<file path="src/rtl/regfile_pkg.sv">
// ============================================================================
// Module  : regfile_pkg
// Brief   : Shared widths, types and constants for the register file slice.
// Revision: 1.0
// ============================================================================
`default_nettype none

package regfile_pkg;

    localparam int ADDR_BITS = 5;
    localparam int NUM_REGS  = 2 ** ADDR_BITS;
    localparam int DATA_BITS = 32;

    typedef logic [ADDR_BITS-1:0] reg_addr_t;
    typedef logic [DATA_BITS-1:0] reg_data_t;

    localparam reg_addr_t ZERO_REG = '0;

endpackage

`default_nettype wire

</file>
<file path="src/rtl/regfile_scoreboard_busy_tracker.sv">
// ============================================================================
// Module  : busy_tracker
// Brief   : Per-register pending bits, reservation handshake and busy lookups.
//           Optional macro REGFILE_WB_BYPASS_EN forwards same-cycle clears.
// Revision: 1.0
// ============================================================================
`default_nettype none

module busy_tracker
    import regfile_pkg::*;
#(
    parameter int ADDR_BITS_P = ADDR_BITS,
    parameter int NUM_REGS_P  = NUM_REGS
) (
    input  logic                   clk,
    input  logic                   reset_n,
    input  logic                   i_rsv_valid,
    input  logic [ADDR_BITS_P-1:0] i_rsv_addr,
    output logic                   o_rsv_ready,
    input  logic                   i_wr_fire,
    input  logic [ADDR_BITS_P-1:0] i_wr_addr,
    input  logic [ADDR_BITS_P-1:0] i_rs1_addr,
    input  logic [ADDR_BITS_P-1:0] i_rs2_addr,
    output logic                   o_rs1_busy,
    output logic                   o_rs2_busy,
    output logic [NUM_REGS_P-1:0]  o_busy_mask
);

    logic [NUM_REGS_P-1:0] r_busy;
    logic [NUM_REGS_P-1:0] w_set;
    logic [NUM_REGS_P-1:0] w_clr;
    logic [NUM_REGS_P-1:0] w_busy_next;
    logic                  w_rsv_fire;
    logic                  w_rs1_fwd;
    logic                  w_rs2_fwd;
    logic                  w_rsv_fwd;

`ifdef REGFILE_WB_BYPASS_EN
    assign w_rs1_fwd = i_wr_fire && (i_wr_addr == i_rs1_addr);
    assign w_rs2_fwd = i_wr_fire && (i_wr_addr == i_rs2_addr);
    assign w_rsv_fwd = i_wr_fire && (i_wr_addr == i_rsv_addr);
`else
    assign w_rs1_fwd = 1'b0;
    assign w_rs2_fwd = 1'b0;
    assign w_rsv_fwd = 1'b0;
`endif

    // x0 has no busy bit in practice (bit 0 held low), so it is always ready.
    assign o_rsv_ready = !r_busy[i_rsv_addr] || w_rsv_fwd;
    assign w_rsv_fire  = i_rsv_valid && o_rsv_ready;

    assign o_rs1_busy  = r_busy[i_rs1_addr] && !w_rs1_fwd;
    assign o_rs2_busy  = r_busy[i_rs2_addr] && !w_rs2_fwd;
    assign o_busy_mask = r_busy;

    // Set wins over clear so a same-address reserve+write leaves the entry busy.
    assign w_set       = w_rsv_fire ? (NUM_REGS_P'(1) << i_rsv_addr) : '0;
    assign w_clr       = i_wr_fire  ? (NUM_REGS_P'(1) << i_wr_addr)  : '0;
    assign w_busy_next = ((r_busy & ~w_clr) | w_set) & ~NUM_REGS_P'(1);

    always_ff @(posedge clk) begin
        if (!reset_n) begin
            r_busy <= '0;
        end else begin
            r_busy <= w_busy_next;
        end
    end

endmodule

`default_nettype wire

</file>
<file path="src/rtl/regfile_scoreboard.sv">
// ============================================================================
// Module  : regfile_scoreboard
// Brief   : 32-entry register file, two async reads, handshaked write-back and
//           issue-side busy scoreboard. Macro REGFILE_WB_BYPASS_EN enables
//           same-cycle write-to-read forwarding.
// Revision: 1.0
// ============================================================================
`default_nettype none

module regfile_scoreboard
    import regfile_pkg::*;
#(
    parameter int DATA_BITS = regfile_pkg::DATA_BITS,
    parameter int NUM_REGS  = regfile_pkg::NUM_REGS,
    parameter int ADDR_BITS = regfile_pkg::ADDR_BITS
) (
    input  logic                 clk,
    input  logic                 reset_n,
    input  logic [ADDR_BITS-1:0] rs1_addr,
    output logic [DATA_BITS-1:0] rs1_data,
    output logic                 rs1_busy,
    input  logic [ADDR_BITS-1:0] rs2_addr,
    output logic [DATA_BITS-1:0] rs2_data,
    output logic                 rs2_busy,
    input  logic                 rsv_valid,
    input  logic [ADDR_BITS-1:0] rsv_addr,
    output logic                 rsv_ready,
    input  logic                 wr_valid,
    input  logic [ADDR_BITS-1:0] wr_addr,
    input  logic [DATA_BITS-1:0] wr_data,
    output logic                 wr_ready,
    output logic [NUM_REGS-1:0]  busy_mask
);

    logic [DATA_BITS-1:0] r_regs [NUM_REGS];
    logic                 w_wr_fire;
    logic [DATA_BITS-1:0] w_rs1_arr;
    logic [DATA_BITS-1:0] w_rs2_arr;

    // Holding ready low under reset guarantees nothing lands during reset.
    assign wr_ready  = reset_n;
    assign w_wr_fire = wr_valid && wr_ready;

    always_ff @(posedge clk) begin
        if (!reset_n) begin
            for (int i = 0; i < NUM_REGS; i++) begin
                r_regs[i] <= '0;
            end
        end else if (w_wr_fire && (wr_addr != ZERO_REG)) begin
            r_regs[wr_addr] <= wr_data;
        end
    end

    assign w_rs1_arr = (rs1_addr == ZERO_REG) ? '0 : r_regs[rs1_addr];
    assign w_rs2_arr = (rs2_addr == ZERO_REG) ? '0 : r_regs[rs2_addr];

`ifdef REGFILE_WB_BYPASS_EN
    assign rs1_data = (w_wr_fire && (wr_addr == rs1_addr) && (rs1_addr != ZERO_REG))
                      ? wr_data : w_rs1_arr;
    assign rs2_data = (w_wr_fire && (wr_addr == rs2_addr) && (rs2_addr != ZERO_REG))
                      ? wr_data : w_rs2_arr;
`else
    assign rs1_data = w_rs1_arr;
    assign rs2_data = w_rs2_arr;
`endif

    busy_tracker #(
        .ADDR_BITS_P (ADDR_BITS),
        .NUM_REGS_P  (NUM_REGS)
    ) u_busy_tracker (
        .clk         (clk),
        .reset_n     (reset_n),
        .i_rsv_valid (rsv_valid),
        .i_rsv_addr  (rsv_addr),
        .o_rsv_ready (rsv_ready),
        .i_wr_fire   (w_wr_fire),
        .i_wr_addr   (wr_addr),
        .i_rs1_addr  (rs1_addr),
        .i_rs2_addr  (rs2_addr),
        .o_rs1_busy  (rs1_busy),
        .o_rs2_busy  (rs2_busy),
        .o_busy_mask (busy_mask)
    );

endmodule

`default_nettype wire

</file>
<file path="config.mk">
export PLATFORM = sky130hd
export DESIGN_NAME = regfile_scoreboard
export DESIGN_NICKNAME = d
export VERILOG_FILES = /design/src/rtl/regfile_pkg.sv /design/src/rtl/regfile_scoreboard_busy_tracker.sv /design/src/rtl/regfile_scoreboard.sv
export SDC_FILE = /design/constraint.sdc
export NUM_CORES = 2
export LEC_CHECK = 0
export CAP_MARGIN = 10
export CORE_UTILIZATION = 45
export DETAILED_ROUTE_END_ITERATION = 7
export GPL_ROUTABILITY_DRIVEN = 0
export PLACE_DENSITY = 0.57
export REMOVE_ABC_BUFFERS = 1
export SYNTH_ARGS = -nofsm -noshare
export SYNTH_HDL_FRONTEND = slang
export SYNTH_SLANG_ARGS = --single-unit
</file>
<file path="constraint.sdc">
create_clock -name clk -period 8 [get_ports clk]
set_input_delay 1.2 -clock clk [delete_from_list [all_inputs] [get_ports clk]]
set_output_delay 1.2 -clock clk [all_outputs]
set_load 0.005 [all_outputs]
</file>
== Word-level counts from Yosys, hierarchy flattened ==
Memories as Yosys holds them, arrays and structs flattened.
Index checks and enable logic that the tools add are counted.

* Bits in writable memories: 1024
* Register bits after elaboration: 32
* Bits of input ports: 56
* Latch bits: 0
* Memory bits (read-only): 0
* Memories kept: 1
* Word-level logic and storage cells: 36

{| class="wikitable"
|+ Memories
! name !! depth !! bits a word !! read ports !! clocked after Yosys merged registers in !! wr ports !! RTL line !! source
|-
| r_regs || 32 || 32 || 2 || 0 || 32 || regfile_scoreboard.sv:35 || <nowiki>logic [DATA_BITS-1:0] r_regs [NUM_REGS];</nowiki>
|}

* Shift operators: 2
* Bitwise logic cells: 3
* Muxes and demuxes: 17
* Div/mod/pow operators: 0
* Multipliers: 0
* Magnitude comparators: 3
* Equality and inequality tests: 0
* Add/sub/neg operators: 0
* Reductions and logical operators: 8

{| class="wikitable"
|+ Operators with widths
! operator !! count
|-
| two-way mux 32 bit || 5
|-
| << shifter 1 x 5 -> 32 bit (first input constant) || 2
|-
| bitwise AND 32 bit || 1
|-
| inverter 32 bit || 1
|-
| bitwise OR 32 bit || 1
|-
| OR reduction 32 bit || 1
|-
| less-than comparator 5 x 6 -> 1 bit (second input constant) || 3
|-
| binary-select mux 1 bit (select 5 bit) || 3
|-
| logical NOT 5 bit || 2
|-
| two-way mux 1 bit || 8
|-
| two-way mux 5 bit || 1
|-
| nonzero test 5 bit || 1
|-
| logical AND 1 bit || 3
|-
| logical NOT 1 bit || 1
|}

== Logic depth before layout (Yosys ltp) ==
* Depth after elaboration: 7
* Mapped depth: 9
* Gate-level depth less buffers: 5

== Hierarchy ==
A second synthesis with hierarchy kept.

* Cells, all modules: 3765
* Area total of the unflattened synthesis: 56581.8 um^2

{| class="wikitable"
|+ Modules (own cells, without submodules)
! module !! cells each !! instances !! sequential area each (um^2) !! area an instance (um^2)
|-
| regfile_scoreboard || 3500 || 1 || 30749.5 || 54154.4
|-
| busy_tracker || 265 || 1 || 620.6 || 2427.3
|}

== Worst setup path before layout ==
No wires, ideal clock.

* Path kind: input -> register
* Start: input port wr_addr[2]
* End: memory r_regs[29][0] (enable)
* Cell stages on the path: 4
* Library setup time: 0.467 ns
* Arrival time: 4.137 ns
* Slack: 3.396 ns
* Buffers on the path: 1
* Path through: clkbuf_1 > nand2_1 > or2_2 > o21ai_0

{| class="wikitable"
|+ RTL lines
! item !! RTL line !! source
|-
| start, declared || regfile_scoreboard.sv:29 || <nowiki>input logic [ADDR_BITS-1:0] wr_addr,</nowiki>
|-
| end, declared || regfile_scoreboard.sv:35 ||
|}

== Worst setup path after layout ==
* Start: input port rs2_addr[1]
* End: output port rs2_data[15]

* Longest elaborated chain between the ends: 2
* Elaborated cells on any way between the ends: 3

{| class="wikitable"
|+ Ends and longest elaborated chain
! item !! RTL line !! source
|-
| start, declared || regfile_scoreboard.sv:22 || <nowiki>input logic [ADDR_BITS-1:0] rs2_addr,</nowiki>
|-
| memory read (32 x 32 bit) or logical NOT 5 bit (tied branches) || - ||
|-
| two-way mux 32 bit (*) || regfile_scoreboard.sv:55 || <nowiki>assign w_rs2_arr = (rs2_addr == ZERO_REG) ? '0 : r_regs[rs2_addr];</nowiki>
|-
| end, declared || regfile_scoreboard.sv:23 || <nowiki>output logic [DATA_BITS-1:0] rs2_data,</nowiki>
|}

Every way passes the cells marked *; elsewhere a longest branch is shown, timed or not.

==> results.md <==
* Run status: complete, but fails checks
* Failing checks: DRC
* Fmax at 178.8 MHz
* Post-synthesis sequential area ratio at 0.5551
* Vias in the first global route at 37528
* Utilization after layout at 0.5051
* Critical path capture point type: primary output
* IO Pins at 156
* Worst skew pair latency at around 710 ps
* PostCTS Resize Cnt at 0
* Layout cells sized above 1 at 0.2535
* Multi-input logic area at around 23000 µm²
* CTS Buf Count at around 110
* Flops & latches, synth at 1055
* Antenna viol nets, final at 0
* Initial Util at 0.4553
* CP startpoint: rs2_addr[1]
* Starting DRT DRC Count at 5038
* Initial antenna violation count at 14
* Routed via count at 36387
* Relative slew slack at 0.1662
* Hold Crit Start: u_busy_tracker.o_busy_mask[31]$_SDFF_PN0_
* Vias per cell at 6.979
* Die Ht at around 360 µm
* Slew @ Worst Pin at 1246 ps
* Slew Limit Fails at 0
* FP Rows at 129
* Leak pwr at 24.48 nW
* Crit Path Category: in2out
* Clock buffer depth at 3
* WP data required at 6800 ps
* Detailed Routing Iterations Pass 1 at 7
* Ys async rst share at 0
* Gr ovfl total at 0
* Fillers at 10013
* Most numerous cell in the Yosys netlist: edfxtp_1
* Buffers added on ports at between 150 and 200
* Worst-path clk slew at 70 ps
* Cell Pwr Density at 214.1 nW/µm²
* Largest net degree at the start of global routing at around 230
* Die area at 127000 µm²
* Avg Cell Area, Syn at 15.70 µm²
* First-pass GRT wire length at 270.5 mm
* Worst min path class: reg2reg
* Final setup vio count at 0
* Post-route setup slack at 2408 ps
* Hpwl dp at 96.52 mm
* Max-capacitance violation count at 0
* Final #Nets at 3535
* Worst path slowest cell: or3_2
* Max Fanout on Critical Path at 92
* Post-synth EDFFs at roughly 1000
* Register Area at ~31000 µm²
* CP max stage delay at 800 ps
* Hold Vio Cnt, Final at 0
* Post-CTS setup buffer count at 0
* Crit-path cells: buf_8 > nor3_1 > or3_2 > buf_4 > o22ai_1 > a21o_1 > clkdlybuf4s50_1
* CTS tree: done
* Synth area leader: edfxtp_1
* Core outline area at around 120000 µm²
* DR DRC count at 16
* Crit path launch type: input port
* Clock skew at 6.919 ps
* CTS Root Cell: clkbuf_16
* Top cell type's share of synthesized area at 0.5441
* Final wirelength at 191.3 mm
* Overall Global Routing Usage at 0.3009
* Die width at 356.4 µm
* RR Startpoint: u_busy_tracker.o_busy_mask[10]$_SDFF_PN0_
* Unrepaired setup endpoints after global routing: false
* Syn Inst Count at 3600
* H-tree Lvls at 3
* CTS Hold Bufs at 0
* Top_reg_cell synth: edfxtp_1
* Area grow syn2layout at 10.95%
* Hold_ws at roughly 540 ps
* Fin crit period at between 5000 and 6000 ps
* Crit path buf inv count at 3
* Mapped cell area at approximately 57000 µm²
* Worst EP arrival at 4390 ps
* Avg WL per Cell at 36.69 µm
* Top post-synthesis cells by area: edfxtp_1 54%, mux4_2 24%, and3_1 11%
* Peak VDD IR at 0.0001937 V
* Post-synth top cells: 1024 x edfxtp_1, 994 x and3_1, 597 x mux4_2, 389 x clkbuf_1, 135 x mux2i_1
* Post-placement worst setup slack at 2429 ps
* Fraction of the cycle the final worst path needs at 0.6990
* Top Family by Delay on Critical Path: buffers and inverters
* Warnings from Yosys at 0
* Clk sinks at 1055
* Distinct cell type count after synthesis at 46
[worst paths after layout]
| kind | to | slack [ps] | cells after the start |
|---|---|---|---|
| min | u_busy_tracker.o_busy_mask[31]$_SDFF_PN0_ | 540 | 2 |
| max | rs2_data[15] | 2410 | 7 |
| max reg2reg | u_busy_tracker.o_busy_mask[11]$_SDFF_PN0_ | 6020 | 5 |
| min reg2reg | u_busy_tracker.o_busy_mask[31]$_SDFF_PN0_ | 540 | 2 |
[through the flow]
step	cell area, µm²	cells	setup TNS [ps]	power [W]
floorplan	54470	3127	-4561300	0.007416
CTS	62640	5205	0	0.01344
global route	62680	5208	0	0.01375
detailed placement	59090	4998	0	0.008355
finish	62700	5214	0	0.01342
global placement	59050	4996	0	0.008313
[worst register-to-register path: stages (launching register included)]
cell and delay (ps):
dfxtp_1 400, mux2_2 300, mux4_2 540, nor3_2 400
a22oi_1 130, nor2_1 130
[power by group]
group	switching (W)	leakage, nW	internal [W]
sequential	0.000147	10.0	0.00636
clock	0.00224	1.73	0.00292
combinational	0.000987	12.8	0.000767
total	0.00337	24.5	0.0100
[placed cells by master, fill, tap and decap left out, drive strengths merged, types with 8 or more instances in the layout]
cell type / instances
and3: 994
inv: 13
clkdlybuf4s50: 143
bufinv: 9
a21o: 64
buf: 92
o21ai: 13
clkinv: 53
edfxtp: 1024
a32o: 13
a22oi: 8
clkbuf: 139
o22ai: 64
dfxtp: 31
mux2: 10
nor2: 18
mux2i: 135
conb: 33
nand2: 64
mux4: 597
[sequential cells by signal, summed over array words and instances (netlist names)]
name and flops:
u_busy_tracker.o_busy_mask 31, r_regs 1024
[layer usage]
metal	global-route usage	up-vias	wire length, µm
met3	0.07146	372	20520
met2	0.4676	2295	89040
met1	0.4131	19255	75000
met5	0	-	48
li1	-	14457	-
met4	0.1118	8	6672
[cell type report]
type,count,area share
antenna,7,0.0002794
clock buffer,138,0.04761
clock inverter,69,0.008980
inverter,11,0.0006585
multi-input combinational,2061,0.3712
sequential,1055,0.5003
tap,1637,0.03267
timing repair buffer,236,0.03827
[cell families (layout without fill, tap and decap cells)]
kind of cell    count (synthesis)  count (layout)  share of synthesized area
simple gates                 1111            1111                     0.1198
compound gates                175             175                    0.02212
mux                           742             742                     0.2638
flops                        1055            1055                     0.5551
other cells                     1              40                 0.00006636
buf+inv                       516             454                    0.03905
Note: power is estimated with default switching activity, not from simulation.
